$ cat config.mk
export PLATFORM = sky130hd
export DESIGN_NAME = ifetch_queue
export DESIGN_NICKNAME = d
export VERILOG_FILES = /design/src/rtl/ifetch_queue.sv
export SDC_FILE = /design/constraint.sdc
export NUM_CORES = 1
export LEC_CHECK = 0
export CORE_ASPECT_RATIO = 0.75
export CORE_MARGIN = 2
export CORE_UTILIZATION = 55
export DETAILED_ROUTE_END_ITERATION = 8
export PLACE_DENSITY = 0.9
export SYNTH_ARGS = -nofsm -noshare
export SYNTH_HDL_FRONTEND = slang
export SYNTH_SLANG_ARGS = --single-unit
$ cat constraint.sdc
create_clock -name clk -period 3.41 [get_ports clk]
set_clock_uncertainty 0.05 [all_clocks]
set_input_delay 0.682 -clock clk [delete_from_list [all_inputs] [get_ports clk]]
set_output_delay 0.682 -clock clk [all_outputs]
set_load 0.05 [all_outputs]
$ cat src/rtl/ifetch_queue.sv
// Instruction fetch queue between the PC and decode.
// Tracks in-order memory fetches and drops responses of flushed requests.
module ifetch_queue #(
  parameter int PC_WIDTH    = 32,
  parameter int INSTR_WIDTH = 32,
  parameter int DEPTH       = 4,
  localparam int AW = $clog2(DEPTH),
  localparam int CW = AW + 1
) (
  input  logic                   clk,
  input  logic                   rst,
  input  logic                   flush,
  input  logic [PC_WIDTH-1:0]    pc_in,
  input  logic                   pc_in_valid,
  output logic                   stall,
  output logic                   imem_req_valid,
  output logic [PC_WIDTH-1:0]    imem_req_addr,
  input  logic                   imem_req_ready,
  input  logic                   imem_rsp_valid,
  input  logic [INSTR_WIDTH-1:0] imem_rsp_data,
  output logic                   instr_valid,
  output logic [INSTR_WIDTH-1:0] instr,
  output logic [PC_WIDTH-1:0]    instr_pc,
  input  logic                   instr_ready,
  output logic [CW-1:0]          occupancy
);

  logic [PC_WIDTH-1:0]    pc_q  [DEPTH];
  logic [INSTR_WIDTH-1:0] ins_q [DEPTH];
  logic [DEPTH-1:0]       filled;

  logic [AW-1:0] alloc_ptr;
  logic [AW-1:0] fill_ptr;
  logic [AW-1:0] rd_ptr;

  logic [CW-1:0] occ;
  logic [CW-1:0] pend;
  logic [CW-1:0] discard_cnt;
  logic [CW-1:0] disc_flush;
  logic [CW:0]   load;
  logic [CW:0]   disc_sum;

  logic [INSTR_WIDTH-1:0] last_instr;
  logic [PC_WIDTH-1:0]    last_pc;

  logic accept;
  logic rsp;
  logic drop;
  logic fill;
  logic head_valid;
  logic pop;

  assign load  = {1'b0, occ} + {1'b0, discard_cnt};
  assign stall = rst | flush | (load == (CW+1)'(DEPTH));

  assign imem_req_valid = pc_in_valid & ~stall;
  assign imem_req_addr  = pc_in;

  assign accept = imem_req_valid & imem_req_ready;
  assign rsp    = imem_rsp_valid & ~rst;
  assign drop   = rsp & (discard_cnt != '0);
  assign fill   = rsp & (discard_cnt == '0) & (pend != '0);

  assign head_valid = (occ != '0) & filled[rd_ptr];
  assign pop        = head_valid & instr_ready & ~flush;

  assign instr_valid = head_valid;
  assign instr       = head_valid ? ins_q[rd_ptr] : last_instr;
  assign instr_pc    = head_valid ? pc_q[rd_ptr]  : last_pc;
  assign occupancy   = occ;

  // Unfilled requests at flush become responses to throw away;
  // a response arriving in the flush cycle retires one of them.
  always_comb begin
    disc_sum   = {1'b0, discard_cnt} + {1'b0, pend};
    disc_flush = disc_sum[CW-1:0];
    if (imem_rsp_valid && disc_sum != '0)
      disc_flush = disc_sum[CW-1:0] - CW'(1);
  end

  // Slot payload storage; needs no reset since filled gates visibility.
  always_ff @(posedge clk) begin
    if (!rst && !flush) begin
      if (accept)
        pc_q[alloc_ptr] <= pc_in;
      if (fill)
        ins_q[fill_ptr] <= imem_rsp_data;
    end
  end

  // Pointer, counter and filled-bit control.
  always_ff @(posedge clk) begin
    if (rst) begin
      alloc_ptr   <= '0;
      fill_ptr    <= '0;
      rd_ptr      <= '0;
      occ         <= '0;
      pend        <= '0;
      discard_cnt <= '0;
      filled      <= '0;
    end else if (flush) begin
      alloc_ptr   <= '0;
      fill_ptr    <= '0;
      rd_ptr      <= '0;
      occ         <= '0;
      pend        <= '0;
      discard_cnt <= disc_flush;
    end else begin
      if (accept) begin
        filled[alloc_ptr] <= 1'b0;
        alloc_ptr         <= alloc_ptr + AW'(1);
      end
      if (fill) begin
        filled[fill_ptr] <= 1'b1;
        fill_ptr         <= fill_ptr + AW'(1);
      end
      if (pop)
        rd_ptr <= rd_ptr + AW'(1);
      if (drop)
        discard_cnt <= discard_cnt - CW'(1);
      occ  <= occ + CW'(accept) - CW'(pop);
      pend <= pend + CW'(accept) - CW'(fill);
    end
  end

  // Remember the last presented head so outputs hold while invalid.
  always_ff @(posedge clk) begin
    if (rst) begin
      last_instr <= '0;
      last_pc    <= '0;
    end else if (head_valid) begin
      last_instr <= ins_q[rd_ptr];
      last_pc    <= pc_q[rd_ptr];
    end
  end

endmodule

==> parameters.txt <==
Parameter                              Value

Finish
  Number of nets in the finished design    1019
  Most common cell after layout, fill and taps aside    edfxtp_1
  Most frequent cells in the layout    256 x edfxtp_1, 105 x clkdlybuf4s50_1, 82 x dfxtp_1, 68 x and2_1, 65 x mux4_2
  Layout Utilization    71.1%
  Fill cell instance count of the final layout    1465
  Final instance count without filler cells    1281
  Layout cell share with drive strength beyond 1    32.4%
  Area Growth Syn to Fin    26.1%

Power
  Max IR drop VDD    0.000421 V
  Internal power of the cells    around 6900 uW
  Switching portion of total power    roughly 20%
  Ratio of total power to cell area    504 mW/mm^2
  Reported net switching power    between 1500 and 2000 uW
  Leakage power of the design    approximately 0.0064 uW
  Share of total power in sequential cells    51.8%
  Total chip power    8640 uW
  Proportion of power drawn by combinational gates    4.3%
  Clock share of power    43.9%

Setup path
  Crit. End Element    output port
  Worst path required time    2680 ps
  CP arrival    2660 ps
  Crit path cell chain    mux4_2 > nand2_8 > buf_12 > buf_12 > buf_16 > buf_12 > buf_4 > mux2_4 > buf_8
  Critical Setup Path Class    register to output port
  Reg2reg path depth    15
  CP max stage cell    mux4_2
  Cell mode on critical path    buf_12
  CP max stage delay    slightly below 600 ps
  Crit start category    register
  Critical-path maximum fanout    6

Hold path
  Worst hold-check path type    register to register
  Number of stages on the worst hold path    1

Routing
  TritonRoute pass-1 iters    5
  Wire length after detailed routing    27000 um
  Via density per instance    between 5 and 6
  Via Count    between 6000 and 7000
  Drc violations    0
  Average routed wire per standard cell    between 20 and 25 um
  Antenna-violating nets left    0
  Iter 0 DRT Violations    around 570

Synth
  Main flop type after synthesis    edfxtp_1
  Yosys reg bits    341
  Count of flip-flops with a built-in enable after synthesis    ~260
  Sequential-to-total area share from yosys stat    69.1%
  Post-synthesis instance area    between 0.01 and 0.015 sq mm
  Total nets after synthesis    821
  Mean area per synthesized cell    about 19 sq um
  Async S/R FF share, synth    0%
  Synth Warn #    0
  Gate Count Post-Synth    a little over 700
  Number of distinct library cells after synthesis    44

Global routing
  Global-route total usage across every layer    21.1%
  Initial antenna violation count    1
  Total global routing overflow    0
  Via count of the first global-routing pass    ~7200
  Global-route wire length before repair    41300 um
  Largest net degree at the start of global routing    35

Timing
  Number of max-slew violations in the final report    0
  Clock period minus final worst setup slack    3390 ps
  Slew at the pin with the worst max-slew slack    575 ps
  Period Utilization, post-route    99.5%
  Total of endpoints with negative setup slack in the final report    0
  Hold violation count in the final report    0
  Maximum clock frequency    295 MHz
  Slew Limit Headroom    61.6%
  Unrepaired setup endpoints after global routing    true
  Total Negative Setup Slacks    0 ps
  Worst-case setup margin in the final layout    17.7 ps

Floorplan
  Starting utilization of the core area    56.4%
  Number of placement rows    around 50
  Core Footprint    0.0241 sq mm
  I/O pins    around 170
  Die extent in y    between 100 and 150 um
  Total Die Area    0.0260 sq mm
  Horizontal die dimension    186 um

Run
  Max-cap violations    0

Clock tree
  H-tree Lvls    1
  # clock sinks    ~340
  Clock network latency to the later pin of the worst-skew pair    550 ps
  Clock tree from TritonCTS    yes
  Hold buffer count at cts    0
  Clock Root Buffer    clkbuf_16
  CTS Buffer Depth    3
  Clock buffer count from CTS    31
  Clock-pin slew of the registers on the worst-case setup and hold paths    70 ps

Placed design
  Input/output buffers    172
  Placed insts    1193
  HPWL after detailed placement    16100 um
  Final weighted congestion in routability-driven placement    0.799
  Worst setup slack after placement    220 ps

Status
  Outcome    complete, no violations
worst paths after layout:
path	slack, ps	start	to
hold reg to reg	450	filled[0]	filled[0]
hold / removal	450	filled[0]	filled[0]
setup reg to reg	360	discard_cnt[0]	pend[2]
setup / recovery	20	rd_ptr[0]	instr_pc[3]
synthesized netlist by cell type (6+ instances only):
| cell | n | share of area, % |
|---|---|---|
| xnor2_1 | 7 | 0.45 |
| ha_1 | 21 | 1.9 |
| mux2_4 | 49 | 5.4 |
| mux4_2 | 65 | 11 |
| and2_1 | 68 | 3.1 |
| dfxtp_1 | 85 | 13 |
| buf_4 | 35 | 1.9 |
| inv_1 | 23 | 0.64 |
| a21oi_1 | 6 | 0.22 |
| mux2_2 | 15 | 1.2 |
| nand2_1 | 6 | 0.17 |
| and3_1 | 6 | 0.28 |
| edfxtp_1 | 256 | 57 |
| nor2_1 | 10 | 0.28 |
| clkbuf_1 | 16 | 0.44 |
registers in the layout (all words and copies together) (netlist names), named ones only:
name	flops
pend	3
fill_ptr	2
last_pc	32
pc_q	128
filled	4
rd_ptr	2
occupancy	3
alloc_ptr	2
discard_cnt	3
last_instr	32
ins_q	128
per-stage QoR:
| stage | hold WS (ps) | area (sq um) |
|---|---|---|
| floorplan | 405 | 13600 |
| global placement | 434 | 15500 |
| detailed placement | 426 | 15500 |
| CTS | 447 | 17000 |
| global route | 461 | 17100 |
| finish | 454 | 17100 |
area by class of cell:
cell class	count	area [sq um]	share of cell area, %
Clock buffer	39	857	5.00
Multi-Input combinational cell	298	3690	21.5
Clock inverter	19	280	1.64
Antenna cell	2	5.00	0.0292
Tap cell	331	414	2.42
Inverter	23	86.3	0.504
Timing Repair Buffer	228	2400	14.0
Sequential cell	341	9400	54.8
power groups by stage:
stage,logic [uW],clock network (uW),registers [uW]
floorplan,197,0,4570
global placement,357,0,4570
detailed placement,367,0,4570
CTS,370,3850,4480
global route,395,4010,4480
finish,370,3790,4480
critical path, delay by kind of cell, from the launching register on:
family,cells,cell delay (ps)
simple gates,1,110
flops,1,350
mux,2,880
buf+inv,6,770
what timing repair did:
action	4_1_cts	5_1_grt
hold endpoints to repair	0	0
buffers inserted	16	8
cloned	3	1
pin swaps	1	1
resized for setup	63	35
setup endpoints to repair	66	46
per-layer routing:
layer | track usage, % | part of all wire, % | wire [um]
met1 | 29.6 | 44 | 12000
met2 | 35.2 | 49 | 13300
met3 | 3.77 | 4.8 | 1290
met4 | 4.31 | 1.6 | 439
met5 | 0 | 0 | 0
logic make-up (layout without fill, tap and decap cells):
group	after synthesis	after routing	share of synthesized area, %
AOI/OAI and AO/OA	24	24	1.25
and+or+nand+nor	107	107	4.73
other	0	2	0
adders and majority gates	25	25	2.52
buffers and inverters	86	309	4.12
DFF	341	341	69.1
muxes	133	133	17.7
xor gates and xnor gates	9	9	0.580
No activity file was read; power rests on OpenSTA's default activity.
